**config.mk**
```make
export PLATFORM = sky130hd
export DESIGN_NAME = pipe_ctrl_flat
export DESIGN_NICKNAME = d
export VERILOG_FILES = /design/src/rtl/pipe_ctrl_pkg.sv /design/src/rtl/pipe_ctrl_if.sv /design/src/rtl/pipe_scoreboard.sv /design/src/rtl/pipe_ctrl.sv /design/src/flat_wrapper.sv
export SDC_FILE = /design/constraint.sdc
export NUM_CORES = 1
export LEC_CHECK = 0
export ABC_AREA = 0
export ABC_CLOCK_PERIOD_IN_PS = 5300
export CAP_MARGIN = 10
export CORE_MARGIN = 1.5
export CORE_UTILIZATION = 65
export CTS_CLUSTER_SIZE = 30
export DETAILED_ROUTE_END_ITERATION = 8
export PLACE_DENSITY = 0.92
export SYNTH_ARGS = -nofsm -noshare
export SYNTH_HDL_FRONTEND = slang
export SYNTH_SLANG_ARGS = --single-unit
```
**constraint.sdc**
```tcl
create_clock -name clk -period 5.3 [get_ports clk]
set_input_delay 0.795 -clock clk [delete_from_list [all_inputs] [get_ports clk]]
set_output_delay 0.795 -clock clk [all_outputs]
set_load 0.02 [all_outputs]
```
**src/rtl/pipe_ctrl_pkg.sv**
```systemverilog
// Shared pipeline-control definitions: register index type, controller
// state encoding and the pending-write counter ceiling.
package pipe_ctrl_pkg;

    localparam int REG_IDX_W   = 5;
    localparam int NUM_REG_IDX = 1 << REG_IDX_W;

    typedef logic [REG_IDX_W-1:0] reg_idx_t;

    // IDLE: normal issue. FLUSH: one-cycle wrong-path squash after a taken branch.
    typedef enum logic {
        ST_IDLE  = 1'b0,
        ST_FLUSH = 1'b1
    } ctrl_state_t;

    localparam int CNT_W_DEFAULT = 2;

    // Largest value a pending-write counter of width w may hold.
    function automatic int cnt_max(input int w);
        return (1 << w) - 1;
    endfunction

    localparam int CNT_MAX = (1 << CNT_W_DEFAULT) - 1;

endpackage

```
**src/rtl/pipe_ctrl_if.sv**
```systemverilog
// Decode-stage / retirement handshake bundle seen by the pipeline controller.
// master = datapath side driving ID/EX/WB status, slave = the controller.
interface pipe_ctrl_if;
    import pipe_ctrl_pkg::*;

    logic     ds_valid;
    reg_idx_t ds_rs1;
    reg_idx_t ds_rs2;
    logic     ds_rs1_used;
    logic     ds_rs2_used;
    reg_idx_t ds_rd;
    logic     ds_we;
    logic     ds_br_taken;
    logic     ex_allow_in;
    reg_idx_t wb_rd;
    logic     wb_we;
    logic     ds_stall;
    logic     ds_issue;
    logic     fs_flush;

    modport master (
        output ds_valid, ds_rs1, ds_rs2, ds_rs1_used, ds_rs2_used,
        output ds_rd, ds_we, ds_br_taken, ex_allow_in, wb_rd, wb_we,
        input  ds_stall, ds_issue, fs_flush
    );

    modport slave (
        input  ds_valid, ds_rs1, ds_rs2, ds_rs1_used, ds_rs2_used,
        input  ds_rd, ds_we, ds_br_taken, ex_allow_in, wb_rd, wb_we,
        output ds_stall, ds_issue, fs_flush
    );

endinterface

```
**src/rtl/pipe_scoreboard.sv**
```systemverilog
// Per-register pending-write counters. Issue increments, retirement
// decrements; register 0 (and any index beyond NREG) always reads zero.
module pipe_scoreboard
    import pipe_ctrl_pkg::*;
#(
    parameter int NREG  = 32,
    parameter int CNT_W = 2
) (
    input  logic             clk,
    input  logic             reset,
    input  logic             inc_en,
    input  reg_idx_t         inc_idx,
    input  logic             dec_en,
    input  reg_idx_t         dec_idx,
    input  reg_idx_t         rd_a_idx,
    output logic [CNT_W-1:0] rd_a_cnt,
    input  reg_idx_t         rd_b_idx,
    output logic [CNT_W-1:0] rd_b_cnt,
    input  reg_idx_t         full_idx,
    output logic             full
);

    localparam logic [CNT_W-1:0] CNT_MAX_V = CNT_W'(cnt_max(CNT_W));

    // Padded to the full index space so every 5-bit index is a legal lookup.
    logic [CNT_W-1:0] cnt_arr [NUM_REG_IDX];

    genvar gi;
    generate
        for (gi = 0; gi < NUM_REG_IDX; gi++) begin : g_ent
            if (gi == 0 || gi >= NREG) begin : g_zero
                assign cnt_arr[gi] = '0;
            end else begin : g_cnt
                logic [CNT_W-1:0] cnt_reg;
                logic [CNT_W-1:0] cnt_next;
                logic             inc_req;
                logic             dec_hit;

                // Same-edge inc and dec cancel; a full counter never wraps and
                // an empty one ignores stray retirements.
                always_comb begin
                    inc_req  = inc_en && (inc_idx == reg_idx_t'(gi));
                    dec_hit  = dec_en && (dec_idx == reg_idx_t'(gi)) && (cnt_reg != '0);
                    cnt_next = cnt_reg;
                    if (inc_req && !dec_hit && (cnt_reg != CNT_MAX_V)) begin
                        cnt_next = cnt_reg + CNT_W'(1);
                    end else if (dec_hit && !inc_req) begin
                        cnt_next = cnt_reg - CNT_W'(1);
                    end
                end

                // Counter register, cleared on reset to drop in-flight writes.
                always_ff @(posedge clk) begin
                    if (reset) begin
                        cnt_reg <= '0;
                    end else begin
                        cnt_reg <= cnt_next;
                    end
                end

                assign cnt_arr[gi] = cnt_reg;
            end
        end
    endgenerate

    assign rd_a_cnt = cnt_arr[rd_a_idx];
    assign rd_b_cnt = cnt_arr[rd_b_idx];
    assign full     = (cnt_arr[full_idx] == CNT_MAX_V);

endmodule

```
**src/rtl/pipe_ctrl.sv**
```systemverilog
// In-order pipeline controller: scoreboard-based RAW/WAW interlock on the
// ID stage, one-cycle fetch flush after a taken branch, stall counter.
module pipe_ctrl
    import pipe_ctrl_pkg::*;
#(
    parameter int NREG   = 32,
    parameter int CNT_W  = CNT_W_DEFAULT,
    parameter int PERF_W = 16
) (
    input  logic              clk,
    input  logic              reset,
    pipe_ctrl_if.slave        bus,
    output logic [PERF_W-1:0] stall_cycles
);

    ctrl_state_t       state_reg;
    ctrl_state_t       state_next;
    logic [PERF_W-1:0] stall_cycles_reg;
    logic [PERF_W-1:0] stall_cycles_next;

    logic [CNT_W-1:0]  rs1_cnt;
    logic [CNT_W-1:0]  rs2_cnt;
    logic              rd_full;
    logic              raw_hazard;
    logic              waw_full;
    logic              stall;
    logic              issue;
    logic              sb_inc;
    logic              sb_dec;

    pipe_scoreboard #(
        .NREG  (NREG),
        .CNT_W (CNT_W)
    ) u_scoreboard (
        .clk      (clk),
        .reset    (reset),
        .inc_en   (sb_inc),
        .inc_idx  (bus.ds_rd),
        .dec_en   (sb_dec),
        .dec_idx  (bus.wb_rd),
        .rd_a_idx (bus.ds_rs1),
        .rd_a_cnt (rs1_cnt),
        .rd_b_idx (bus.ds_rs2),
        .rd_b_cnt (rs2_cnt),
        .full_idx (bus.ds_rd),
        .full     (rd_full)
    );

    // Interlock: hazards come only from registered counts, so a retirement
    // is visible to ID one cycle later (no same-cycle bypass).
    always_comb begin
        raw_hazard = (bus.ds_rs1_used && (bus.ds_rs1 != '0) && (rs1_cnt != '0)) ||
                     (bus.ds_rs2_used && (bus.ds_rs2 != '0) && (rs2_cnt != '0));
        waw_full   = bus.ds_we && (bus.ds_rd != '0) && rd_full;
        stall      = bus.ds_valid && (raw_hazard || waw_full || (state_reg == ST_FLUSH));
        issue      = bus.ds_valid && !stall && bus.ex_allow_in;
        sb_inc     = issue && bus.ds_we && (bus.ds_rd != '0);
        sb_dec     = bus.wb_we && (bus.wb_rd != '0);
    end

    // Next state: taken branch leaving ID squashes the fetch slot for one cycle.
    always_comb begin
        state_next = state_reg;
        unique case (state_reg)
            ST_IDLE:  if (issue && bus.ds_br_taken) state_next = ST_FLUSH;
            ST_FLUSH: state_next = ST_IDLE;
            default:  state_next = ST_IDLE;
        endcase
    end

    // Saturating count of stalled ID cycles.
    always_comb begin
        stall_cycles_next = stall_cycles_reg;
        if (stall && (stall_cycles_reg != '1)) begin
            stall_cycles_next = stall_cycles_reg + PERF_W'(1);
        end
    end

    // State and performance counter registers.
    always_ff @(posedge clk) begin
        if (reset) begin
            state_reg        <= ST_IDLE;
            stall_cycles_reg <= '0;
        end else begin
            state_reg        <= state_next;
            stall_cycles_reg <= stall_cycles_next;
        end
    end

    assign bus.ds_stall = stall;
    assign bus.ds_issue = issue;
    assign bus.fs_flush = (state_reg == ST_FLUSH);
    assign stall_cycles = stall_cycles_reg;

endmodule

```
**src/flat_wrapper.sv**
```systemverilog
// flat-port wrapper written by rule: the top's interface ports become plain ports
module pipe_ctrl_flat import pipe_ctrl_pkg::*;
#(
    parameter int NREG   = 32,
    parameter int CNT_W  = CNT_W_DEFAULT,
    parameter int PERF_W = 16
)
  (clk, reset, stall_cycles, bus_ds_valid, bus_ds_rs1, bus_ds_rs2, bus_ds_rs1_used, bus_ds_rs2_used, bus_ds_rd, bus_ds_we, bus_ds_br_taken, bus_ex_allow_in, bus_wb_rd, bus_wb_we, bus_ds_stall, bus_ds_issue, bus_fs_flush);
  pipe_ctrl_if bus_i ();
  input  logic clk;
  input  logic reset;
  output logic [PERF_W-1:0] stall_cycles;
  input wire logic [$bits(bus_i.ds_valid)-1:0] bus_ds_valid;
  input wire logic [$bits(bus_i.ds_rs1)-1:0] bus_ds_rs1;
  input wire logic [$bits(bus_i.ds_rs2)-1:0] bus_ds_rs2;
  input wire logic [$bits(bus_i.ds_rs1_used)-1:0] bus_ds_rs1_used;
  input wire logic [$bits(bus_i.ds_rs2_used)-1:0] bus_ds_rs2_used;
  input wire logic [$bits(bus_i.ds_rd)-1:0] bus_ds_rd;
  input wire logic [$bits(bus_i.ds_we)-1:0] bus_ds_we;
  input wire logic [$bits(bus_i.ds_br_taken)-1:0] bus_ds_br_taken;
  input wire logic [$bits(bus_i.ex_allow_in)-1:0] bus_ex_allow_in;
  input wire logic [$bits(bus_i.wb_rd)-1:0] bus_wb_rd;
  input wire logic [$bits(bus_i.wb_we)-1:0] bus_wb_we;
  output wire logic [$bits(bus_i.ds_stall)-1:0] bus_ds_stall;
  output wire logic [$bits(bus_i.ds_issue)-1:0] bus_ds_issue;
  output wire logic [$bits(bus_i.fs_flush)-1:0] bus_fs_flush;
  assign bus_i.ds_valid = bus_ds_valid;
  assign bus_i.ds_rs1 = bus_ds_rs1;
  assign bus_i.ds_rs2 = bus_ds_rs2;
  assign bus_i.ds_rs1_used = bus_ds_rs1_used;
  assign bus_i.ds_rs2_used = bus_ds_rs2_used;
  assign bus_i.ds_rd = bus_ds_rd;
  assign bus_i.ds_we = bus_ds_we;
  assign bus_i.ds_br_taken = bus_ds_br_taken;
  assign bus_i.ex_allow_in = bus_ex_allow_in;
  assign bus_i.wb_rd = bus_wb_rd;
  assign bus_i.wb_we = bus_wb_we;
  assign bus_ds_stall = bus_i.ds_stall;
  assign bus_ds_issue = bus_i.ds_issue;
  assign bus_fs_flush = bus_i.fs_flush;
  pipe_ctrl #(.NREG(NREG), .CNT_W(CNT_W), .PERF_W(PERF_W)) u_core (.clk(clk), .reset(reset), .bus(bus_i), .stall_cycles(stall_cycles));
endmodule
```
==> flow_metrics.env <==
export IMPL_fin_nets=872
export IMPL_postSynth_asyncResetShare_pct=0
export IMPL_syn_cell_area_um2=6340
export IMPL_start_util_pct=67.7
export IMPL_reg2reg_depth=9
export IMPL_crit_chain="clkdlybuf4s50_1 -> mux4_2 -> nand3_1 -> a32oi_1 -> nand3_1 -> nand4b_4 -> nor2_1 -> nor2b_1 -> clkdlybuf4s50_1"
export IMPL_synth_area_leaders="dfxtp_1, nor2_1, mux4_2, nand2_1, a21oi_1"
export IMPL_post_route_util_pct=74.5
export IMPL_grt_pass1_wl_um=34100
export IMPL_post_cts_resized=0
export IMPL_synth_ff_type="dfxtp_1"
export IMPL_cp_arrival_ps=3940
export IMPL_crit_fanout=11
export IMPL_drcViolationCount=0
export IMPL_clkTransAtPathRegs_ps=90
export IMPL_maxCapViolations=0
export IMPL_seq_area_um2=1580
export IMPL_syn_nets=850
export IMPL_fin_crit_sh_pct=89.3
export IMPL_crit_family="buffers and inverters"
export IMPL_power_total_mw=1.24
export IMPL_vdd_drop_max_uv=188
export IMPL_cp_end_kind="output port"
export IMPL_yosys_area_top_type="dfxtp_1"
export IMPL_grt_setup_unrepaired="no"
export IMPL_worst_ep_required_time_ps=4510
export IMPL_root_buffer="clkbuf_8"
export IMPL_drv_slew=0
export IMPL_rr_endpoint="u_core.stall_cycles[13]"
export IMPL_tns_ps=0
export IMPL_multi_input_area_um2=4410
export IMPL_routed_wl_um=21900
export IMPL_wire_per_inst_um=22.5
export IMPL_grt_max_degree=73
export IMPL_dieArea_um2=10400
export IMPL_relSlewSlack_pct=15.9
export IMPL_layout_min_cycle_time_ps=4730
export IMPL_layout_drive_gt1_share_pct=11.1
export IMPL_crit_slowest_cell="clkdlybuf4s50_1"
export IMPL_r2r_slack_ps=1930
export IMPL_layout_common_cells="nor2_1, nand2_1, dfxtp_1"
export IMPL_fmax_mhz=211
export IMPL_grt_pass1_vias=6655
export IMPL_p_leak_nw=2.09
export IMPL_hpwl_um=15900
export IMPL_worst_setup_path_type="in2out"
export IMPL_synth_area_per_cell_um2=7.74
export IMPL_seq_area_frac_synth_pct=24.9
export IMPL_cp_num_buf_inv=2
export IMPL_startpoint_type="input port"
export IMPL_placed_cell_area_um2=6800
export IMPL_clock_sinks=79
export IMPL_hold_viol=0
export IMPL_synth_edf_count=0
export IMPL_rr_startpoint="u_core.u_scoreboard.g_ent[10].g_cnt.cnt_reg[0]"
export IMPL_fin_skew_ps=17.7
export IMPL_grt_antenna_before_repair=0
export IMPL_min_from="u_core.stall_cycles[9]"
export IMPL_cts_htree_levels=3
export IMPL_nFillCells=749
export IMPL_cts_tree="done"
export IMPL_drt_pre_antenna_iters=7
export IMPL_largest_register_ffs=62
export IMPL_status="finished clean"
export IMPL_io_pins=48
export IMPL_num_rows=35
export IMPL_vias=7083
export IMPL_yosysUniqueCellTypes=81
export IMPL_cts_buffers=9
export IMPL_port_buffers=47
export IMPL_worst_hold_path_endpoint="u_core.stall_cycles[9]"
export IMPL_drt_iter0_drc=799
export IMPL_syn2layout_area_growth_pct=10.1
export IMPL_die_y_um=102
export IMPL_cts_setup_buffers=0
export IMPL_layout_commonest_cell="nor2_1"
export IMPL_syn_inst=820
export IMPL_die_x_um=102
export IMPL_tightest_slew_ps=1260
export IMPL_setup_violations=0
export IMPL_viasPerCell=7.26
export IMPL_whs_path_depth=2
export IMPL_num_antenna_cells=0
export IMPL_ant_nets=0
export IMPL_p_per_area_nw_per_um2=177
export IMPL_clock_path_buffers=2
export IMPL_synth_top_area_share_pct=24.9
export IMPL_routabilityCongestion=1.05
export IMPL_overflow=0
export IMPL_fin_area_um2=6980
export IMPL_hold_class="reg2reg"
export IMPL_grt_total_usage_pct=43.2
export IMPL_slowest_delay_ps=880
export IMPL_hold_buffers=0
export IMPL_clock_latency_ps=380
export IMPL_ys_seq_elements=79
export IMPL_core_area_um2=9370
export IMPL_yosys_warnings=0
[metal layers]
layer | GRT usage, % | vias to the layer above | part of all wire (%)
li1 | - | 3139 | -
met1 | 54.5 | 3286 | 38
met2 | 66.8 | 547 | 44
met3 | 11.9 | 111 | 14
met4 | 23.5 | 0 | 5.0
met5 | 0 | - | 0
[report_power, final]
part	total, mW	switching [mW]	internal [mW]	leakage, nW
registers	0.597	0.00220	0.595	0.636
clock network	0.432	0.248	0.184	0.0926
logic	0.209	0.145	0.0636	1.36
total	1.24	0.395	0.843	2.09
[Yosys cell counts (4+ instances only)]
cell	n
buf_6	7
nand2b_1	5
nor3_1	35
nor2_1	97
nand4_1	18
mux2_2	7
o31a_1	4
a21o_1	8
and2_1	14
inv_1	22
o211ai_1	9
nor4_1	25
o22ai_1	8
a31oi_1	7
nor3_2	6
or3_1	6
nor3b_1	19
xnor2_1	6
nand2_1	89
o311a_1	5
a2111oi_2	10
o31ai_1	13
dfxtp_1	79
clkbuf_1	23
a21oi_1	56
mux2i_1	14
nor2b_1	11
o21ai_0	36
a41oi_1	13
mux4_2	16
nand3_1	28
and3_1	12
or2_2	7
buf_2	14
xor2_1	15
o2111ai_1	6
[metrics by stage]
| step | cells | hold slack (ps) | worst slack [ps] |
|---|---|---|---|
| final | 976 | 507 | 567 |
| after global routing | 976 | 543 | 432 |
| after floorplan | 820 | 473 | 1640 |
| after CTS | 976 | 508 | 588 |
| after detailed placement | 960 | 496 | 598 |
| after global placement | 960 | 484 | 642 |
[area by class of cell]
type	instances	area share [%]
flip-flops and latches	79	22.6
clock buffers	10	1.97
repair buffers	59	7.95
clock inverters	6	0.627
well taps	129	2.31
inverters	25	1.34
multi-input cells	668	63.1
[worst max path at each step]
stage            startpoint           end  slack [ps]  cells after the start
2_1_floorplan  bus_ds_rd[0]  bus_ds_stall        1640                     10
3_3_place_gp   bus_ds_rd[1]  bus_ds_stall         640                      9
3_5_place_dp   bus_ds_rd[1]  bus_ds_stall         600                      9
4_1_cts        bus_ds_rd[1]  bus_ds_stall         590                      9
5_1_grt        bus_ds_rd[1]  bus_ds_stall         430                      9
6_report       bus_ds_rd[1]  bus_ds_stall         570                      9
[cell families (layout without fill, tap and decap cells)]
family / Yosys count / count (layout) / synth area share [%]
XOR/XNOR: 21 / 21 / 2.90
multiplexers: 39 / 39 / 9.72
AO/OA/AOI/OAI: 206 / 206 / 23.1
adder cells (fa/ha/maj): 1 / 1 / 0.197
flip-flops: 79 / 79 / 24.9
buffers and inverters: 73 / 100 / 5.54
AND/OR/NAND/NOR: 401 / 401 / 33.6
[worst reg2reg max path: stages, from the launching register on]
cell and delay, ps:
dfxtp_1 510, nor2_1 130, mux4_1 520, nand3b_1 170
o311ai_1 120, and4_4 360, buf_4 530, o211ai_2 320
nor3_1 250, mux2_2 360
(Power assumes the default switching activity.)
